`config.mk`:
```
export PLATFORM = sky130hd
export DESIGN_NAME = byte_word_bridge
export DESIGN_NICKNAME = d
export VERILOG_FILES = /design/src/rtl/byte_word_bridge.sv
export SDC_FILE = /design/constraint.sdc
export NUM_CORES = 1
export LEC_CHECK = 0
export ABC_AREA = 1
export CORE_MARGIN = 8
export CORE_UTILIZATION = 50
export DETAILED_ROUTE_END_ITERATION = 16
export PLACE_DENSITY = 0.81
export SLEW_MARGIN = 20
export SYNTH_ARGS = -nofsm -noshare
export SYNTH_HDL_FRONTEND = slang
export SYNTH_SLANG_ARGS = --single-unit
```
`constraint.sdc`:
```
create_clock -name clk -period 6.36 [get_ports clk]
set_clock_uncertainty 0.05 [all_clocks]
set_input_delay 0.636 -clock clk [delete_from_list [all_inputs] [get_ports clk]]
set_output_delay 0.636 -clock clk [all_outputs]
set_load 0.1 [all_outputs]
```
`src/rtl/byte_word_bridge.sv`:
```
// Core-side master that carries 32-bit word reads/writes over an 8-bit byte-lane
// register interface, with a per-byte ack watchdog that aborts stalled transfers.
module byte_word_bridge #(
  parameter int ADDR_WIDTH = 4,
  parameter bit MSB_FIRST  = 1'b0,
  parameter int TIMEOUT    = 16
) (
  input  logic                  clk,
  input  logic                  rst,
  input  logic                  req,
  input  logic                  we,
  input  logic [ADDR_WIDTH-1:0] addr,
  input  logic [31:0]           wdata,
  output logic                  busy,
  output logic                  done,
  output logic                  err,
  output logic [31:0]           rdata,
  output logic                  b_stb,
  output logic                  b_we,
  output logic [ADDR_WIDTH-1:0] b_addr,
  output logic [1:0]            b_sel,
  output logic [7:0]            b_dat_o,
  input  logic [7:0]            b_dat_i,
  input  logic                  b_ack
);

  // Counter only needs to reach TIMEOUT-1 before the abort fires.
  localparam int TW = (TIMEOUT > 1) ? $clog2(TIMEOUT) : 1;
  localparam logic [TW-1:0] TMO_LAST   = TW'((TIMEOUT > 0) ? TIMEOUT - 1 : 0);
  localparam logic [1:0]    FIRST_LANE = MSB_FIRST ? 2'd3 : 2'd0;
  localparam logic [1:0]    LAST_LANE  = MSB_FIRST ? 2'd0 : 2'd3;

  typedef enum logic [1:0] {
    IDLE = 2'd0,
    XFER = 2'd1,
    DONE = 2'd2
  } state_t;

  state_t                  state_q, state_d;
  logic                    busy_q, busy_d;
  logic                    done_q, done_d;
  logic                    err_q, err_d;
  logic [31:0]             rdata_q, rdata_d;
  logic                    b_stb_q, b_stb_d;
  logic                    b_we_q, b_we_d;
  logic [ADDR_WIDTH-1:0]   b_addr_q, b_addr_d;
  logic [1:0]              b_sel_q, b_sel_d;
  logic [7:0]              b_dat_o_q, b_dat_o_d;
  logic [31:0]             wdata_q, wdata_d;
  logic [TW-1:0]           tmo_q, tmo_d;
  logic [1:0]              sel_nxt;

  function automatic logic [7:0] lane_byte(input logic [31:0] w, input logic [1:0] s);
    logic [31:0] sh;
    sh = w >> {s, 3'b000};
    return sh[7:0];
  endfunction

  assign sel_nxt = MSB_FIRST ? (b_sel_q - 2'd1) : (b_sel_q + 2'd1);

  always_comb begin
    state_d   = state_q;
    busy_d    = busy_q;
    done_d    = 1'b0;
    err_d     = 1'b0;
    rdata_d   = rdata_q;
    b_stb_d   = b_stb_q;
    b_we_d    = b_we_q;
    b_addr_d  = b_addr_q;
    b_sel_d   = b_sel_q;
    b_dat_o_d = b_dat_o_q;
    wdata_d   = wdata_q;
    tmo_d     = tmo_q;

    case (state_q)
      IDLE: begin
        if (req) begin
          state_d   = XFER;
          busy_d    = 1'b1;
          b_stb_d   = 1'b1;
          b_we_d    = we;
          b_addr_d  = addr;
          wdata_d   = wdata;
          b_sel_d   = FIRST_LANE;
          b_dat_o_d = lane_byte(wdata, FIRST_LANE);
          tmo_d     = '0;
          if (!we) begin
            rdata_d = '0;
          end
        end
      end

      XFER: begin
        if (b_ack) begin
          if (!b_we_q) begin
            for (int l = 0; l < 4; l++) begin
              if (b_sel_q == 2'(l)) begin
                rdata_d[8*l +: 8] = b_dat_i;
              end
            end
          end
          tmo_d = '0;
          if (b_sel_q == LAST_LANE) begin
            state_d = DONE;
            b_stb_d = 1'b0;
            done_d  = 1'b1;
          end else begin
            b_sel_d   = sel_nxt;
            b_dat_o_d = lane_byte(wdata_q, sel_nxt);
          end
        end else if ((TIMEOUT > 0) && (tmo_q == TMO_LAST)) begin
          // Ack checked first above, so a late ack on the expiry cycle still wins.
          state_d = DONE;
          b_stb_d = 1'b0;
          done_d  = 1'b1;
          err_d   = 1'b1;
          tmo_d   = '0;
        end else if (TIMEOUT > 0) begin
          tmo_d = tmo_q + 1'b1;
        end
      end

      DONE: begin
        state_d = IDLE;
        busy_d  = 1'b0;
      end

      default: begin
        state_d = IDLE;
        busy_d  = 1'b0;
        b_stb_d = 1'b0;
      end
    endcase
  end

  always_ff @(posedge clk or posedge rst) begin
    if (rst) begin
      state_q   <= IDLE;
      busy_q    <= 1'b0;
      done_q    <= 1'b0;
      err_q     <= 1'b0;
      rdata_q   <= '0;
      b_stb_q   <= 1'b0;
      b_we_q    <= 1'b0;
      b_addr_q  <= '0;
      b_sel_q   <= '0;
      b_dat_o_q <= '0;
      wdata_q   <= '0;
      tmo_q     <= '0;
    end else begin
      state_q   <= state_d;
      busy_q    <= busy_d;
      done_q    <= done_d;
      err_q     <= err_d;
      rdata_q   <= rdata_d;
      b_stb_q   <= b_stb_d;
      b_we_q    <= b_we_d;
      b_addr_q  <= b_addr_d;
      b_sel_q   <= b_sel_d;
      b_dat_o_q <= b_dat_o_d;
      wdata_q   <= wdata_d;
      tmo_q     <= tmo_d;
    end
  end

  assign busy    = busy_q;
  assign done    = done_q;
  assign err     = err_q;
  assign rdata   = rdata_q;
  assign b_stb   = b_stb_q;
  assign b_we    = b_we_q;
  assign b_addr  = b_addr_q;
  assign b_sel   = b_sel_q;
  assign b_dat_o = b_dat_o_q;

endmodule

```
## After elaboration in Yosys (flattened, before gate mapping)

Index checks and enable logic that the tools add are counted.

| storage, ports and cells | value |
|---|---|
| register bits | 89 |
| input bits | 49 |
| output and inout port bits | 51 |
| logic and storage cells | 88 |

| cells by class | value |
|---|---|
| add/subtract/negate cells | 2 |
| equal/unequal tests | 17 |
| shifts and indexed selects | 1 |
| muxes and demuxes | 38 |
| bitwise operators | 2 |
| reduce and logical (&&, ||, !) cells | 13 |

Operators by type and width:

| operator | count |
|---|---|
| 32-bit 2-to-1 mux | 4 |
| 32-bit one-hot mux with 2 select lines | 1 |
| 8-bit 2-to-1 mux | 7 |
| 32-bit by 5-bit >> shifter with 8-bit output | 1 |
| 6-bit AND reduction | 4 |
| 2-bit inequality test (second input constant) | 9 |
| 8-bit one-hot mux with 2 select lines | 1 |
| 2-bit 2-to-1 mux | 7 |
| 4-bit 2-to-1 mux | 3 |
| 1-bit 2-to-1 mux | 10 |
| 2-bit one-hot mux with 2 select lines | 2 |
| 4-bit one-hot mux with 2 select lines | 1 |
| 4-bit AND reduction | 2 |
| 2-bit == test (second input constant) | 3 |
| 3-bit inequality test (second input constant) | 2 |
| 2-bit AND reduction | 3 |
| 4-bit by 1-bit adder with 4-bit output (second input constant) | 1 |
| 2-bit by 1-bit == test with 1-bit output (second input constant) | 2 |
| 4-bit == test (second input constant) | 1 |
| 2-bit zero test | 2 |
| 1-bit one-hot mux with 3 select lines | 1 |
| 3-bit AND reduction | 1 |
| 2-bit by 1-bit adder with 2-bit output (second input constant) | 1 |
| 1-bit inverter | 2 |
| 2 further kinds | 2 |

## Longest topological paths before layout

Gate-level depths: netlist of run 1.

| depth | value |
|---|---|
| depth in word-level cells | 5 |
| gate-level depth with buffers | 10 |
| gate-level depth less buffers | 8 |

## Worst setup path after synthesis of run 1

OpenSTA, ideal clock, no wires.

| timing | value |
|---|---|
| kind | register to register |
| start | register b_sel_q[0], in the netlist b_sel[0] |
| end | register b_dat_o_q[0], in the netlist b_dat_o[0] |
| library setup time | 0.120 ns |
| arrival | 2.413 ns |
| required time | 6.190 ns |
| path slack | 3.777 ns |
| stages on the path, launching flop included | 10 |
| buffers on the path | 2 |
| clock period less this slack | 2.583 ns |
| cell sequence | dfrtp_1 buf_2 clkinv_1 ha_1 buf_2 clkinv_1 o211ai_1 nand3_1 nand2_1 nand2_1 |

| between the ends | value |
|---|---|
| word-level cells in the longest chain between the ends | 5 |
| elaborated cells between the ends (all ways) | 8 |
| those cells by class | 1 x add/sub; 2 x eq/ne; 1 x shift; 3 x mux; 1 x reduce/logical |

RTL lines:

| item | line | source |
|---|---|---|
| start: declaration | 47 | `logic [1:0] b_sel_q, b_sel_d;` |
| start signal: assignment | 159 | `b_sel_q <= b_sel_d;` |
| 2-bit by 1-bit adder with 2-bit output | 59 | `assign sel_nxt = MSB_FIRST ? (b_sel_q - 2'd1) : (b_sel_q + 2'd1);` |
| 32-bit by 5-bit >> shifter with 8-bit output | 55 | `sh = w >> {s, 3'b000};` |
| 8-bit 2-to-1 mux | 103 | `if (b_sel_q == LAST_LANE) begin` |
| 8-bit 2-to-1 mux | 94 | `if (b_ack) begin` |
| 8-bit one-hot mux with 2 select lines | 75 | `case (state_q)` |
| end signal: assignment | 160 | `b_dat_o_q <= b_dat_o_d;` |
| end: declaration | 48 | `logic [7:0] b_dat_o_q, b_dat_o_d;` |

Several ways; a longest one is shown, not always the timed one. The select of a mux whose other input is x is not followed.
A chain may end at the register's enable or synchronous reset.

## Final worst setup path of run 1

| timing | value |
|---|---|
| start | register b_sel_q[0], in the netlist b_sel[0] |
| end | output b_sel[0] |

RTL lines:

| item | line | source |
|---|---|---|
| end: declaration | 21 | `output logic [1:0] b_sel,` |

No word-level cell between the ends.

==> results of run 1 <==
final cells by class:
cell class,instances,area share (%)
Clock buffer,12,2.980
Clock inverter,4,0.5287
Inverter,43,3.124
Multi-Input combinational cell,328,28.74
Sequential cell,89,42.78
Tap cell,102,2.451
Timing Repair Buffer,101,19.39
worst max-delay path by stage:
stage                             to                 start  cells after the start  slack (ns)
2_1_floorplan  b_addr[0]$_DFFE_PP0P_                   rst                      1        3.37
3_3_place_gp                b_sel[0]  b_sel[0]$_DFFE_PP0P_                      1        3.46
3_5_place_dp                b_sel[0]  b_sel[0]$_DFFE_PP0P_                      1        3.43
4_1_cts                     b_sel[0]  b_sel[0]$_DFFE_PP0P_                      1        3.04
5_1_grt                     b_sel[0]  b_sel[0]$_DFFE_PP0P_                      1        2.96
6_report                    b_sel[0]  b_sel[0]$_DFFE_PP0P_                      1        3.04
flip-flops by register name (all words and copies together) (netlist names):
| register | count |
|---|---|
| rdata | 32 |
| wdata_q | 32 |
| b_dat_o | 8 |
| b_addr | 4 |
| tmo_q | 4 |
| b_sel | 2 |
| state_q | 2 |
| b_stb | 1 |
| b_we | 1 |
| busy | 1 |
| done | 1 |
| err | 1 |
routing by layer:
| layer | vias up | track usage [%] |
|---|---|---|
| li1 | 1684 | - |
| met1 | 1623 | 22.94 |
| met2 | 135 | 28.33 |
| met3 | 19 | 5.238 |
| met4 | 0 | 6.728 |
| met5 | - | 0 |
cell usage in the layout, fill, tap and decap left out, drive strengths merged:
cell type / Yosys / routed
nand3: 44 / 44
buf: 19 / 2
and2: 1 / 1
o211ai: 8 / 8
ha: 5 / 5
clkdlybuf4s50: 0 / 99
dfrtp: 89 / 89
xor2: 1 / 1
or2: 1 / 1
nor2: 32 / 32
xnor2: 1 / 1
clkbuf: 1 / 12
o21ai: 46 / 46
clkinvlp: 0 / 3
inv: 40 / 39
nand2: 188 / 188
clkinv: 3 / 5
nand4: 1 / 1
cells by family after synthesis:
family / share of synthesized area (%)
AND/OR/NAND/NOR: 27.92
flip-flops: 55.83
buffers and inverters: 6.775
AO/OA/AOI/OAI: 7.466
adder cells (fa/ha/maj): 1.568
XOR/XNOR: 0.4392
through the flow:
step / utilization (%) / hold slack [ns]
CTS: 67.26 / 0.4286
floorplan: - / 0.3927
finish: 67.37 / 0.4262
global route: 67.37 / 0.4452
global placement: 64.90 / 0.4031
detailed placement: 64.90 / 0.4093
==> key figures, run 1 <==
Min path
  • Worst Hold Launch: rdata[2]$_DFFE_PP0P_
  • End of the worst hold path: rdata[2]$_DFFE_PP0P_
  • Hold depth: 2
  • Worst Hold Class: flop to flop

CTS
  • Post-CTS sizing: 0
  • CTS tree: done
  • Clk root buf: clkbuf_8
  • Setup Buffers After CTS: 0
  • Clock buffer depth: 2
  • Num CTS Buffers: 9
  • Htree depth: 3
  • Worst skew pair latency: 0.35 ns
  • Clk slew on worst S/H paths: ~0.09 ns
  • Hold Buf Count CTS: 0
  • Clock Sinks: 89

Global route
  • Global-route usage over all layers: 17.97%
  • Initial antenna violation count: 0
  • Remaining Overflow, GRT: 0
  • Pin count of the biggest net entering global routing: 90
  • Vias in the first global route: between 3000 and 4000
  • First-pass GRT wire length: about 17000 microns

Layout
  • Fill count: 638
  • N_diodes: 0
  • Area grow syn2layout: 30.52%
  • Layout cells sized above 1: roughly 5.7%
  • # nets final: approximately 630
  • Area of the multi-input gates: 1496 sq um
  • Finished Layout Cells: between 600 and 700
  • Finished Cell Area: 5206 sq um
  • Reg area: 2227 sq um

Place
  • Worst slack, placed: ~3.4 ns
  • Post-Place Cell Area: 5015 sq um
  • Placed Instances: 663
  • Port bufs: 99
  • Post-DP HPWL: 7277 microns
  • GPL Wtd Cong: ~0.84

Detailed routing
  • ANT nets after route: 0
  • Met3 wire len: approximately 810 microns
  • Initial DRC Count: 222
  • Met2 routed WL: between 4000 and 5000 microns
  • Vias per inst: ~5.1
  • Detailed Routing Iterations Pass 1: 4
  • Uppermost layer routed: met4
  • WL final: 9904 microns
  • M1 wire length: ~4300 microns
  • Routed WL per cell: 14.59 microns
  • Vias: 3461
  • DRC: 0

Yosys
  • Synth area leader: dfrtp_1
  • Flops & latches, synth: between 80 and 90
  • Yosys warns: 0
  • Top-count cell post-synth: nand2_1
  • Ys flop type: dfrtp_1
  • Synth area leaders: dfrtp_1, nand2_1, nand3_1, o21ai_0, inv_1
  • Syn_nets: approximately 530
  • Post-synth EDFFs: 0
  • Share of the yosys chip area belonging to registers: about 56%
  • Async set-reset flop share out of synthesis: 100.0%
  • Syn Std Cell Area: between 3000 and 4000 sq um
  • Share of Yosys cell area claimed by the top area cell type: a little under three fifths
  • Mean post-synth cell area: about 8.3 sq um
  • Unique masters post-synth: 26
  • Post-synthesis instance total: 480
  • Most frequent cells after synthesis: nand2_1, dfrtp_1, nand3_1

Setup path
  • Worst endpoint required time: 5.67 ns
  • Reg-to-Reg Start: b_sel[0]$_DFFE_PP0P_
  • R2r endpoint: b_dat_o[2]$_DFFE_PP0P_
  • Crit-path slowest cell: clkdlybuf4s50_1
  • Worst setup SP type: flop
  • CP delay by family, top: buffers and inverters
  • Max incr delay on CP: 1.31 ns
  • Crit. End Element: output port
  • Cell breakdown of the critical path: clkdlybuf4s50_1
  • FF-to-FF setup slack: around 3.4 ns
  • CP bufs+invs: 1
  • Crit path DAT: about 2.6 ns
  • Reg2Reg Depth: 7
  • Crit path max fanout: 31
  • Setup CP Type: flop to output port

STA
  • Tmin final: roughly 3.3 ns
  • Setup tns final: 0 ns
  • Worst-Margin Slew: 1.043 ns
  • Final setup margin: about 3 ns
  • Max Slew Vio Count: 0
  • Final period util: a little over half
  • Final hold vios: 0
  • # setup viols final: 0
  • Fmax achieved: around 300 MHz
  • Rel. slew slack: 30.27%
  • RSZ-0062 raised after global routing: false

Floorplanning
  • I/O pin cnt: 100
  • Starting density of the core: about 52%
  • Core ar.: between 7000 and 8000 sq um
  • Rows: 32
  • Die Area: around 11000 sq um
  • DIE WIDTH: approximately 110 microns
  • Overall die height: ~110 microns

Job
  • Max-capacitance violation count: 0

Outcome
  • Outcome: completed
Power of run 1 is left out: the tool's default activity adds up to more than one toggle a clock period on the data nets, which glitch-free logic cannot reach.
==> run 2: changes to the inputs <==
--- a/config.mk
+++ b/config.mk
@@ -7,9 +7,9 @@
 export LEC_CHECK = 0
 export ABC_AREA = 1
 export CORE_MARGIN = 8
-export CORE_UTILIZATION = 50
+export CORE_UTILIZATION = 49
 export DETAILED_ROUTE_END_ITERATION = 16
-export PLACE_DENSITY = 0.81
+export PLACE_DENSITY = 0.8
 export SLEW_MARGIN = 20
 export SYNTH_ARGS = -nofsm -noshare
 export SYNTH_HDL_FRONTEND = slang
==> constraint.sdc (replaced) <==
create_clock -name clk -period 3.1 [get_ports clk]
set_clock_uncertainty 0.05 [all_clocks]
set_input_delay 0.31 -clock clk [delete_from_list [all_inputs] [get_ports clk]]
set_output_delay 0.31 -clock clk [all_outputs]
set_load 0.1 [all_outputs]
==> key figures, run 2 (synthesized netlist as in run 1, its figures left out) <==
Floorplanning
  • Rows: 33 (+3.1%)
  • Starting density of the core: 49.54% (-2.1 points)
  • Die Area: 11280 sq um (+1.7%)
  • I/O pin cnt: 100 (unchanged)
  • Overall die height: 106.2 microns (+0.86%)
  • DIE WIDTH: 106.2 microns (+0.86%)
  • Core ar.: 8051 sq um (+4.2%)

Global route
  • Vias in the first global route: 3331 (-4.1%)
  • First-pass GRT wire length: 16010 microns (-3.3%)
  • Remaining Overflow, GRT: 0 (unchanged)
  • Initial antenna violation count: 0 (unchanged)
  • Global-route usage over all layers: 17.46% (-0.51 points)
  • Pin count of the biggest net entering global routing: 50 (-44%)

Setup path
  • Worst setup SP type: flop
  • Worst Setup SP: rdata[26]$_DFFE_PP0P_
  • Crit. End Element: output port
  • Cell breakdown of the critical path: clkdlybuf4s50_1
  • Crit path max fanout: 2 (-94%)
  • Setup CP Type: flop to output port
  • Reg2Reg Depth: 7 (unchanged)
  • Reg-to-Reg Start: b_sel[0]$_DFFE_PP0P_
  • CP bufs+invs: 1 (unchanged)
  • Crit-path slowest cell: clkdlybuf4s50_1
  • Worst endpoint required time: 2.74 ns (-2.93 ns)
  • CP delay by family, top: buffers and inverters
  • CP endpoint: rdata[26]
  • FF-to-FF setup slack: 1.01 ns (-2.39 ns)
  • R2r endpoint: b_dat_o[5]$_DFFE_PP0P_
  • Levels on crit path: 1 (unchanged)
  • Crit path DAT: 1.88 ns (-0.75 ns)
  • Max incr delay on CP: 1.15 ns (-0.16 ns)

CTS
  • Setup Buffers After CTS: 0 (unchanged)
  • Num CTS Buffers: 9 (unchanged)
  • Clk root buf: clkbuf_8
  • Post-CTS sizing: 0 (unchanged)
  • CTS tree: done
  • Clock Sinks: 89 (unchanged)
  • Clock buffer depth: 2 (unchanged)
  • Htree depth: 3 (unchanged)
  • Hold Buf Count CTS: 0 (unchanged)
  • Clk slew on worst S/H paths: 0.09 ns (about the same)
  • Worst skew pair latency: 0.35 ns (about the same)

Layout
  • Commonest non-fill, non-tap cell in the layout: nand2_1
  • N_diodes: 0 (unchanged)
  • Most frequent cells in the layout: nand2_1, dfrtp_1, clkdlybuf4s50_1
  • Layout cells sized above 1: 9.154% (+3.4 points)
  • Area grow syn2layout: 29.96%
  • # nets final: 628 (+0.32%)

Detailed routing
  • WL final: 9650 microns (-2.6%)
  • Vias: 3427 (-0.98%)
  • Vias per inst: 5.010 (-1.7%)
  • Routed WL per cell: 14.11 microns (-3.3%)
  • ANT nets after route: 0 (unchanged)
  • Initial DRC Count: 164 (-26%)
  • Detailed Routing Iterations Pass 1: 5 (+1)
  • DRC: 0 (unchanged)

STA
  • Max Slew Vio Count: 0 (unchanged)
  • Fmax achieved: around 450 MHz
  • Setup tns final: 0 ns (unchanged)
  • Final hold vios: 0 (unchanged)
  • Tmin final: 2.237 ns
  • # setup viols final: 0 (unchanged)
  • Rel. slew slack: 33.76% (+3.5 points)
  • Final period util: between 70% and 80%
  • RSZ-0062 raised after global routing: false
  • Worst-Margin Slew: 0.9905 ns (-0.05223 ns)

Place
  • Port bufs: 99 (unchanged)
  • Post-DP HPWL: 7220 microns (-0.78%)
  • GPL Wtd Cong: 0.8594 (+2.0%)

Outcome
  • Outcome: completed

Min path
  • Worst Hold Class: primary input to async pin

Job
  • Max-capacitance violation count: 0 (unchanged)
[run 2: cell types whose count changed in the layout (fill, tap and decap cells not counted)]
| cell | before | now |
|---|---|---|
| inv_6 | 0 | 1 |
| buf_4 | 1 | 20 |
| nor2_2 | 1 | 2 |
| clkbuf_8 | 11 | 10 |
| clkinvlp_4 | 3 | 2 |
| buf_6 | 1 | 0 |
| nor2_4 | 4 | 3 |
| buf_12 | 0 | 1 |
| clkinv_4 | 0 | 1 |
| clkbuf_1 | 1 | 0 |
| clkinv_2 | 2 | 3 |
| clkdlybuf4s50_1 | 99 | 82 |
[run 2: metrics by stage]
stage                     hold WS [ns]  cell area, sq um  cells  util [%]  setup slack (ns)
after floorplan                 0.3766              3989    480         -            0.4331
after global placement          0.4035              5004    668     62.14             1.016
after detailed placement        0.4085              5004    668     62.14            0.9936
after CTS                       0.3362              5184    684     64.38            0.8397
after global routing            0.3744              5184    684     64.38            0.7709
final                           0.3250              5184    684     64.38            0.8629
[run 2: layer usage]
| metal | vias up | GRT usage (%) | part of all wire, % |
|---|---|---|---|
| met2 | 126 | 27.93 | 47 |
| met4 | 0 | 7.739 | 2.5 |
| met3 | 22 | 5.021 | 8.1 |
| met1 | 1591 | 21.55 | 43 |
| li1 | 1688 | - | - |
| met5 | - | 0 | 0 |
[run 2: how the worst min path moves through the flow]
stage	startpoint	end	depth (start not counted)
2_1_floorplan	wdata[10]	wdata_q[10]$_DFFE_PP0P_	2
3_3_place_gp	rdata[25]$_DFFE_PP0P_	rdata[25]$_DFFE_PP0P_	2
3_5_place_dp	rdata[31]$_DFFE_PP0P_	rdata[31]$_DFFE_PP0P_	2
4_1_cts	rst	rdata[17]$_DFFE_PP0P_	2
5_1_grt	rst	rdata[18]$_DFFE_PP0P_	2
6_report	rst	rdata[18]$_DFFE_PP0P_	2
[run 2: final cells by class]
cell class,count,area (sq um)
sequential,89,2227
fill,723,2868
timing repair buffer,103,991.0
tap,105,131.4
clock buffer,10,137.6
inverter,43,162.7
clock inverter,6,42.54
multi-input combinational,328,1491
Power of run 2 is left out for the same reason.
==> run 3: changes to the inputs <==
==> constraint.sdc (replaced) <==
create_clock -name clk -period 2.3 [get_ports clk]
set_clock_uncertainty 0.05 [all_clocks]
set_input_delay 0.23 -clock clk [delete_from_list [all_inputs] [get_ports clk]]
set_output_delay 0.23 -clock clk [all_outputs]
set_load 0.1 [all_outputs]
==> key figures, run 3 (synthesized netlist as in run 1, its figures left out) <==
Outcome
  • Outcome: completed

Detailed routing
  • Detailed Routing Iterations Pass 1: 5 (unchanged)
  • DRC: 0 (unchanged)
  • Vias per inst: 5.032 (+0.43%)
  • ANT nets after route: 0 (unchanged)
  • Routed WL per cell: 14.79 microns (+4.8%)
  • Initial DRC Count: 230 (+40%)
  • Vias: 3457 (+0.88%)
  • WL final: 10160 microns (+5.3%)

Setup path
  • Cell breakdown of the critical path: clkinv_1, ha_1, clkinv_1, o211ai_1, nand3_1, nand2_1, nand2_1
  • Setup CP Type: flop to flop
  • Worst endpoint required time: 2.50 ns (-0.24 ns)
  • Crit path DAT: 2.16 ns (+0.28 ns)
  • Max incr delay on CP: 0.51 ns (-0.64 ns)
  • CP delay by family, top: buffers and inverters
  • Crit-path slowest cell: ha_1
  • Levels on crit path: 7 (+6)
  • Reg2Reg Depth: 7 (unchanged)
  • FF-to-FF setup slack: 0.33 ns (-0.68 ns)
  • Worst setup SP type: flop
  • Crit path max fanout: 9 (+7)
  • CP bufs+invs: 2 (+1)
  • Crit. End Element: flop
  • Worst Setup SP: b_sel[0]$_DFFE_PP0P_
  • Reg-to-Reg Start: b_sel[0]$_DFFE_PP0P_

Global route
  • Initial antenna violation count: 0 (unchanged)
  • Remaining Overflow, GRT: 0 (unchanged)
  • Global-route usage over all layers: 18.72% (+1.3 points)
  • Pin count of the biggest net entering global routing: 39 (-22%)
  • First-pass GRT wire length: 17070 microns (+6.6%)
  • Vias in the first global route: 3488 (+4.7%)

CTS
  • Num CTS Buffers: 9 (unchanged)
  • Hold Buf Count CTS: 0 (unchanged)
  • Clk slew on worst S/H paths: 0.09 ns (about the same)
  • Clock Sinks: 89 (unchanged)
  • Clock buffer depth: 2 (unchanged)
  • CTS tree: done
  • Worst skew pair latency: 0.36 ns (about the same)
  • Htree depth: 3 (unchanged)
  • Setup Buffers After CTS: 0 (unchanged)
  • Post-CTS sizing: 0 (unchanged)
  • Clk root buf: clkbuf_8

Floorplanning
  • DIE WIDTH: 106.2 microns (unchanged)
  • Die Area: 11280 sq um (unchanged)
  • Overall die height: 106.2 microns (unchanged)
  • Rows: 33 (unchanged)
  • I/O pin cnt: 100 (unchanged)
  • Core ar.: 8051 sq um (unchanged)
  • Starting density of the core: 49.54% (unchanged)

STA
  • Rel. slew slack: 66.33% (+33 points)
  • Tmin final: 1.966 ns
  • Fmax achieved: ~500 MHz
  • Setup tns final: 0 ns (unchanged)
  • Hold_ws: 0.2182 ns (-0.1068 ns)
  • # setup viols final: 0 (unchanged)
  • Final hold vios: 0 (unchanged)
  • Max Slew Vio Count: 0 (unchanged)
  • Worst-Margin Slew: 0.5040 ns (-0.4865 ns)
  • RSZ-0062 raised after global routing: false
  • Final setup margin: 0.3341 ns (-0.5288 ns)
  • Final period util: between 80% and 90%

Layout
  • Area grow syn2layout: 29.64%
  • Layout cells sized above 1: 15.64% (+6.5 points)
  • Fill count: 714 (-1.2%)
  • N_diodes: 0 (unchanged)
  • Most frequent cells in the layout: nand2_1, dfrtp_1, buf_4
  • # nets final: 631 (+0.48%)
  • Commonest non-fill, non-tap cell in the layout: nand2_1

Job
  • Max-capacitance violation count: 0 (unchanged)

Place
  • GPL Wtd Cong: 0.8581 (-0.15%)
  • Post-DP HPWL: 7617 microns (+5.5%)
  • Worst slack, placed: 0.3643 ns (-0.6293 ns)
  • Port bufs: 99 (unchanged)

Min path
  • Worst Hold Class: primary input to async pin
## run 3: final cells by class
cell class | count | area (sq um) | area share [%]
Sequential cell | 89 | 2228 | 43.09
Multi-Input combinational cell | 328 | 1491 | 28.84
Timing Repair Buffer | 106 | 940.9 | 18.20
Inverter | 43 | 165.2 | 3.194
Clock buffer | 11 | 151.4 | 2.928
Tap cell | 105 | 131.4 | 2.541
Clock inverter | 5 | 62.56 | 1.210
## run 3: worst paths after layout
check / end
worst max-delay path: b_dat_o[4]$_DFFE_PP0P_
worst min-delay path: rdata[18]$_DFFE_PP0P_
worst max register to register: b_dat_o[4]$_DFFE_PP0P_
worst min register to register: b_addr[0]$_DFFE_PP0P_
max in group asynchronous: wdata_q[8]$_DFFE_PP0P_
min in group clk: wdata_q[9]$_DFFE_PP0P_
## run 3: metal layers
layer  global-route usage, %  part of all wire, %  vias to the layer above
li1                        -                    -                     1699
met4                   7.236                  1.7                        0
met1                   23.55                   43                     1617
met5                       0                    0                        -
met3                   4.840                  7.5                       15
met2                   30.29                   48                      126
## run 3: metrics by stage
stage               std cells  area, sq um  utilization (%)
floorplan                 480         3994                -
global placement          671         4957            61.57
detailed placement        671         4957            61.57
CTS                       687         5171            64.23
global route              687         5171            64.23
finish                    687         5171            64.23
## run 3: worst reg2reg max path, cell delays in order, from the launching register on
cell and delay [ns]:
dfrtp_2 0.37, clkinv_1 0.20, ha_1 0.51, clkinv_1 0.32, o211ai_1 0.21, nand3_1 0.09, nand2_1 0.07, nand2_1 0.05
Power of run 3 is left out for the same reason.
